[config.mk]
export PLATFORM = sky130hd
export DESIGN_NAME = sdram_port_arbiter
export DESIGN_NICKNAME = d
export VERILOG_FILES = /design/src/rtl/sdram_port_arbiter.sv
export SDC_FILE = /design/constraint.sdc
export NUM_CORES = 1
export LEC_CHECK = 0
export CORE_MARGIN = 10
export CORE_UTILIZATION = 30
export DETAILED_ROUTE_END_ITERATION = 16
export PLACE_DENSITY_LB_ADDON = 0.25
export SYNTH_ARGS = -nofsm -noshare
export SYNTH_HDL_FRONTEND = slang
export SYNTH_SLANG_ARGS = --single-unit
[constraint.sdc]
create_clock -name clk -period 2.09 [get_ports clk]
set_input_delay 0.418 -clock clk [delete_from_list [all_inputs] [get_ports clk]]
set_output_delay 0.418 -clock clk [all_outputs]
set_load 0.01 [all_outputs]
[src/rtl/sdram_port_arbiter.sv]
// sdram_port_arbiter: round-robin two-master arbiter onto one SDRAM slave port with in-order read tag routing
module sdram_port_arbiter #(
  parameter int ADDR_W   = 24,
  parameter int DATA_W   = 16,
  parameter int MAX_PEND = 8
) (
  input  logic                      clk,
  input  logic                      reset_n,
  input  logic [ADDR_W-1:0]         m0_address,
  input  logic                      m0_read,
  input  logic                      m0_write,
  input  logic [DATA_W-1:0]         m0_writedata,
  input  logic [DATA_W/8-1:0]       m0_byteenable,
  output logic                      m0_waitrequest,
  output logic [DATA_W-1:0]         m0_readdata,
  output logic                      m0_readdatavalid,
  input  logic [ADDR_W-1:0]         m1_address,
  input  logic                      m1_read,
  input  logic                      m1_write,
  input  logic [DATA_W-1:0]         m1_writedata,
  input  logic [DATA_W/8-1:0]       m1_byteenable,
  output logic                      m1_waitrequest,
  output logic [DATA_W-1:0]         m1_readdata,
  output logic                      m1_readdatavalid,
  output logic [ADDR_W-1:0]         s_address,
  output logic                      s_read,
  output logic                      s_write,
  output logic [DATA_W-1:0]         s_writedata,
  output logic [DATA_W/8-1:0]       s_byteenable,
  input  logic                      s_waitrequest,
  input  logic [DATA_W-1:0]         s_readdata,
  input  logic                      s_readdatavalid,
  output logic [$clog2(MAX_PEND):0] pend_cnt,
  output logic                      err_orphan
);
  localparam int PW = $clog2(MAX_PEND);
  localparam logic [PW:0] FULL = (PW+1)'(MAX_PEND);
  typedef enum logic [1:0] {IDLE, OWN0, OWN1} state_t;
  state_t state, state_nx;
  logic last_grant, room, elig0, elig1, own0, own1, rd_own, req_own, push, pop;
  logic [MAX_PEND-1:0] tags;
  logic [PW-1:0] wr_ptr, rd_ptr;
  assign room  = pend_cnt < FULL;
  assign elig0 = m0_read ? room : m0_write;
  assign elig1 = m1_read ? room : m1_write;
  assign own0  = state == OWN0;
  assign own1  = state == OWN1;
  always_comb begin
    state_nx       = state;
    rd_own         = own0 ? m0_read : own1 ? m1_read : 1'b0;
    req_own        = own0 ? (m0_read | m0_write) : own1 ? (m1_read | m1_write) : 1'b0;
    s_read         = rd_own;
    s_write        = req_own & ~rd_own;
    s_address      = own1 ? m1_address : m0_address;
    s_writedata    = own1 ? m1_writedata : m0_writedata;
    s_byteenable   = own1 ? m1_byteenable : m0_byteenable;
    m0_waitrequest = own0 ? s_waitrequest : 1'b1;
    m1_waitrequest = own1 ? s_waitrequest : 1'b1;
    state_nx       = state == IDLE ? ((elig0 & elig1) ? (last_grant ? OWN0 : OWN1) :
                                      elig0 ? OWN0 : elig1 ? OWN1 : IDLE) :
                     (req_own & s_waitrequest) ? state : IDLE;
  end
  always_ff @(posedge clk or negedge reset_n)
    if (!reset_n) begin
      state      <= IDLE;
      last_grant <= 1'b1;
    end else begin
      state <= state_nx;
      if (state == IDLE && state_nx != IDLE) last_grant <= state_nx == OWN1;
    end
  assign push = rd_own & ~s_waitrequest;
  assign pop  = s_readdatavalid & (pend_cnt != '0);
  always_ff @(posedge clk or negedge reset_n)
    if (!reset_n) begin
      tags       <= '0;
      wr_ptr     <= '0;
      rd_ptr     <= '0;
      pend_cnt   <= '0;
      err_orphan <= 1'b0;
    end else begin
      if (push) tags[wr_ptr] <= own1;
      if (push) wr_ptr <= wr_ptr + 1'b1;
      if (pop) rd_ptr <= rd_ptr + 1'b1;
      pend_cnt   <= pend_cnt + (PW+1)'(push) - (PW+1)'(pop);
      err_orphan <= err_orphan | (s_readdatavalid & (pend_cnt == '0));
    end
  assign m0_readdata      = s_readdata;
  assign m1_readdata      = s_readdata;
  assign m0_readdatavalid = pop & ~tags[rd_ptr];
  assign m1_readdatavalid = pop & tags[rd_ptr];
endmodule
==> impl_metrics.py <==
metrics = {
    "final_layout": {
        "antennaDiodeCount": 0,
        "instances_no_fill": 437,
        "nets": 455,
        "syn_to_final_growth_pct": 68.9,
        "final_cell_mix": "clkdlybuf4s50_1 (95), mux2_4 (37), buf_4 (29)",
        "post-route-util_pct": 52.6,
        "fillCellCount": 644,
        "register_area_um2": 552,
        "multi_input_area_mm2": 0.00140,
        "final_common_cell": "clkdlybuf4s50_1",
        "drive_above_1_share_pct": 41.1,
        "fin_area_mm2": 0.00386,
    },
    "grt": {
        "met1_usage_pct": 15.0,
        "top_usage_layer": "met2",
        "grt_pass1_wl_mm": 12.4,
        "grt_overflow": 0,
        "grt_max_degree": 23,
        "track_usage_pct": 13.7,
        "antenna_found_initial": 0,
        "grt_use_met3_pct": 3.71,
        "grtUsageMet2_pct": 25.4,
        "grt_pass1_vias": 2070,
    },
    "cts": {
        "worstSkewPairLatency_ps": 260,
        "cts_buffer_depth": 2,
        "path_clk_slew_ps": 80,
        "clock-sinks": 22,
        "htree_levels": 1,
        "cts_root_buf": "clkbuf_8",
        "cts_tree": "yes",
        "hold_buffers": 0,
        "numCtsBuffers": 3,
    },
    "placed_design": {
        "place_congestion": 0.789,
        "post-place-ws_ps": -300,
        "placed_cells": 420,
        "hpwl_mm": 7.09,
        "dpl_cell_area_mm2": 0.00374,
        "port_buffers": 144,
    },
    "drt": {
        "route.vias.total": 1950,
        "drt_iter0_drc": 60,
        "dr.pass1.iters": 4,
        "drc": 0,
        "avgRoutedWirePerCell_um": 19.3,
        "drt_wl_total_mm": 8.42,
        "via_per_inst": 4.46,
        "final_antenna_net_count": 0,
    },
    "synthesis": {
        "synth_top_area_share_pct": 24.3,
        "syn_area_per_cell_um2": 11.7,
        "yosysUniqueCellTypes": 40,
        "synthArstFlopShare_pct": 100,
        "ys_ff_latch": 22,
        "ys_top_cells_by_area": "mux2_4 (24%), dfrtp_1 (23%), buf_4 (11%)",
        "synth.net_count": 311,
        "synth_largest_area_cell": "mux2_4",
        "synthCells": 195,
        "synth-seq-area-share_pct": 24.2,
        "synth-main-ff-cell": "dfrtp_1",
        "syn_area_mm2": 0.00228,
        "yosysWarnings": 0,
        "synth_edf_count": 0,
    },
    "floorplanning": {
        "die_h_um": 107,
        "coreArea_mm2": 0.00733,
        "ios": 193,
        "row_count": 31,
        "fp.dieW_um": 107,
        "start_util_pct": 31.2,
        "dieArea_mm2": 0.0115,
    },
    "power_and_ir_drop": {
        "power_mw": 4.00,
        "ir_drop_v": 0.000756,
        "comb_power_share_pct": 74.0,
        "p_int_mw": 2.53,
        "seqPwrFrac_pct": 19.2,
        "swShare_pct": 36.9,
        "pwr-share-clk_pct": 6.7,
        "net-switching-power_mw": 1.48,
        "cellLeakagePower_nw": 1.84,
        "power_density_mw_per_mm2": 1040,
    },
    "worst_setup_path": {
        "crit_path_max_incr_delay_ps": 500,
        "cp-end-kind": "flip-flop",
        "rrSetupSlack_ps": -70,
        "cp-start-kind": "flip-flop",
        "path_max_fanout": 3,
        "path_class": "flip-flop to flip-flop",
        "path_delay_family": "adder cells",
        "cpMostUsedCell": "ha_4",
        "path_cells": "inv_2 -> ha_4 -> or3b_4 -> nand2_4 -> inv_4 -> ha_4 -> inv_4 -> ha_4 -> inv_2 -> fa_2 -> inv_1",
        "critPathArrivalTime_ps": 2320,
        "worst-path-buf-inv": 5,
        "critPathRequiredTime_ps": 2250,
        "slowest_stage": "fa_2",
    },
    "worst_hold_path": {
        "worstHoldPathType": "flip-flop to flip-flop",
    },
    "sta": {
        "period_minus_slack_ps": 2160,
        "max_freq_ghz": 0.464,
        "slew_headroom_pct": 67.0,
        "hold_viol_final": 0,
        "slew_viol_final": 0,
        "clock_skew_ps": 4.24,
        "setup_slack_ps": -67.2,
        "rsz0062_at_grt": "true",
        "fin_crit_sh_pct": 103,
        "tightest_slew_ps": 494,
        "setup_viol": 2,
        "fin_tns_setup_ps": -103,
        "hold_ws_ps": 488,
    },
    "run": {
        "maxCapViolCount": 0,
    },
    "run_status": {
        "status": "finished with violations",
        "violations": "setup timing",
    },
}
==> layer usage <==
metal | up-vias | part of all wire, % | routed length [um]
met5 | - | 0 | 0
met4 | 0 | 1.0 | 88
met3 | 13 | 7.4 | 623
met2 | 67 | 54 | 4580
met1 | 929 | 37 | 3120
li1 | 941 | - | -
==> path summary, 6_finish.rpt <==
| path | end | start | depth (start not counted) |
|---|---|---|---|
| min in group asynchronous | err_orphan$_DFF_PN0_ | reset_n | 2 |
| setup reg to reg | pend_cnt[1]$_DFF_PN0_ | pend_cnt[2]$_DFF_PN0_ | 11 |
| max in group asynchronous | last_grant$_DFFE_PN1P_ | reset_n | 2 |
| hold / removal | err_orphan$_DFF_PN0_ | err_orphan$_DFF_PN0_ | 1 |
| hold reg to reg | err_orphan$_DFF_PN0_ | err_orphan$_DFF_PN0_ | 1 |
| setup / recovery | pend_cnt[1]$_DFF_PN0_ | pend_cnt[2]$_DFF_PN0_ | 11 |
==> cell usage after synthesis, types with 4 or more instances <==
library cell / n
buf_4: 33
nand2b_1: 5
nand2_1: 5
mux2_1: 9
dfrtp_1: 21
mux2i_1: 4
xnor2_1: 4
inv_1: 11
mux2_4: 37
a211oi_2: 9
mux2_2: 7
buf_6: 5
ha_1: 7
==> cell type report <==
| cell class | count | share of cell area, % |
|---|---|---|
| clock buffers | 4 | 1.17 |
| repair buffers | 180 | 43.7 |
| inverters | 11 | 1.20 |
| flip-flops and latches | 22 | 14.3 |
| multi-input cells | 121 | 36.4 |
| well taps | 99 | 3.21 |
==> flip-flops by register name (all words and copies together) (netlist names) <==
signal,cells
last_grant,1
pend_cnt,4
rd_ptr,3
state,2
err_orphan,1
tags,8
wr_ptr,3
==> worst register-to-register path, delay by kind of cell (launching register included) <==
kind                     cells  cell delay (ps)
AND/OR/NAND/NOR              2              480
adder cells (fa/ha/maj)      4              940
flip-flops                   1              400
buffers and inverters        5              240
==> repair_timing <==
item                       in CTS  in global routing
setup endpoints to repair      50                 31
pin swaps                       3                  5
resized for setup              88                 50
setup buffers                   8                  2
gates cloned                    1                  2
==> power groups by stage <==
stage	Clock, mW	Sequential (mW)	Combinational [mW]
floorplan	0	0.789	1.70
global placement	0	0.772	2.83
detailed placement	0	0.777	2.85
CTS	0.285	0.772	2.91
global route	0.309	0.801	3.20
finish	0.270	0.769	2.97
==> cells by family (layout without fill, tap and decap cells) <==
group / after synthesis / in the layout / share of synthesized area (%)
AO/OA/AOI/OAI: 21 / 21 / 8.65
multiplexers: 57 / 57 / 34.0
flip-flops: 22 / 22 / 24.2
AND/OR/NAND/NOR: 29 / 29 / 9.15
XOR/XNOR: 6 / 6 / 2.30
buffers and inverters: 52 / 195 / 17.1
adder cells (fa/ha/maj): 8 / 8 / 4.71
(Power assumes the default switching activity.)
==> patch, RTL diff (same flow settings) <==
Reset style: synchronous (`reset_n`), changed in 2 clocked blocks.
--- a/src/rtl/sdram_port_arbiter.sv
+++ b/src/rtl/sdram_port_arbiter.sv
@@ -62,3 +62,3 @@
   end
-  always_ff @(posedge clk or negedge reset_n)
+  always_ff @(posedge clk)
     if (!reset_n) begin
@@ -72,3 +72,3 @@
   assign pop  = s_readdatavalid & (pend_cnt != '0);
-  always_ff @(posedge clk or negedge reset_n)
+  always_ff @(posedge clk)
     if (!reset_n) begin
Formal check against the unedited RTL: differs if reset_n is asserted again (counterexample within 4 cycles, from zero or initial values and one cycle with reset_n low); with reset_n held inactive, the same outputs for 10 cycles.
==> patch against the original RTL <==
- the flow still finishes with violations (setup timing)
- fmax about the same
- synthesized cell count increased by 54%
- setup slack improved by 0.0011 ns
- area after synthesis decreased by 13%
- sequential cell count unchanged
- power decreased by 37%
- final area decreased by 6.9%
- wire length increased by 4.4%
- core utilization increased by 3.6 points
- largest cell class unchanged
==> patch: results <==
set metrics [dict create \
    dpl.cell_count 491 \
    p_leak_nw 1.666 \
    num-nets-final 545 \
    synth_area_per_cell_um2 6.648 \
    wl_per_cell_um 17.39 \
    dp_hpwl_mm 7.136 \
    finClkSkew_ns 0.004757 \
    routed_via_density 4.626 \
    cts-root-buf "clkbuf_8" \
    min-delay-start "tags[6]" \
    ys_types 45 \
    holdWs_ns 0.4663 \
    tightest_slew_ns 0.5688 \
    failed_checks "setup timing" \
    setup_violations 3 \
    gp_congestion 0.8658 \
    min_path_cells 2 \
    muxShareOfSynthArea_pct 5.834 \
    setup_ws_ns -0.06615 \
    crit_fanout 2 \
    synthFlopType "dfxtp_1" \
    place_ws_ns -0.4389 \
    portBuffers 144 \
    syn_nets 416 \
    multi_input_area_um2 1269 \
    vdd_drop_max_mv 0.7939 \
    grt_pass1_wl_mm 13.41 \
    synthXorXnorAreaFrac_pct 2.196 \
    async_reset_ff_share_pct 0 \
    cts_made_buffers 3 \
    rr_worst_depth 12 \
    synthTopCellsByCount "nand2_1 (139), buf_4 (32), dfxtp_1 (22)" \
    synth_area_leaders "nand2_1 (26%), dfxtp_1 (22%), buf_4 (12%), ha_1 (4.4%), mux2i_1 (3.0%)" \
    endpoint "pend_cnt[2]" \
    yosys.area_share.adder_pct 5.395 \
    synth_compound_area_share_pct 9.536 \
    status "finished with violations" \
    tns_ns -0.09183 \
    yosysSeqAreaShare_pct 22.08 \
    grt.total_usage_pct 16.17 \
    antenna_found_initial 0 \
    slowest_stage "or3b_4" \
    post_dp_cell_area_um2 3433 \
]
[patch: repair_timing]
| action | CTS | global route |
|---|---|---|
| buffers inserted | 7 | 1 |
| pin swaps | 4 | 1 |
| setup endpoints to repair | 51 | 6 |
| gates cloned | 2 | 0 |
| resized for setup | 62 | 5 |
[patch: metal layers]
layer  vias to the layer above  part of all wire, %  global-route usage [%]
met3                         4                   11                   6.603
met4                         0                 0.32                   2.358
met5                         -                    0                       0
li1                       1177                    -                       -
met1                      1060                   38                   16.89
met2                        95                   51                   30.08
[patch: final cells by class]
class,instances,share of cell area [%]
timing repair buffer,172,46.27
multi-input combinational,219,35.33
sequential,22,12.58
tap,77,2.683
clock buffer,4,1.847
inverter,11,1.289
[patch: power breakdown]
part | internal [W] | switching [W] | total, W | leakage, nW
sequential | 0.000501 | 0.0000587 | 0.000560 | 0.182
combinational | 0.000913 | 0.000700 | 0.00161 | 1.45
clock | 0.000208 | 0.000144 | 0.000352 | 0.0339
total | 0.00162 | 0.000903 | 0.00252 | 1.67
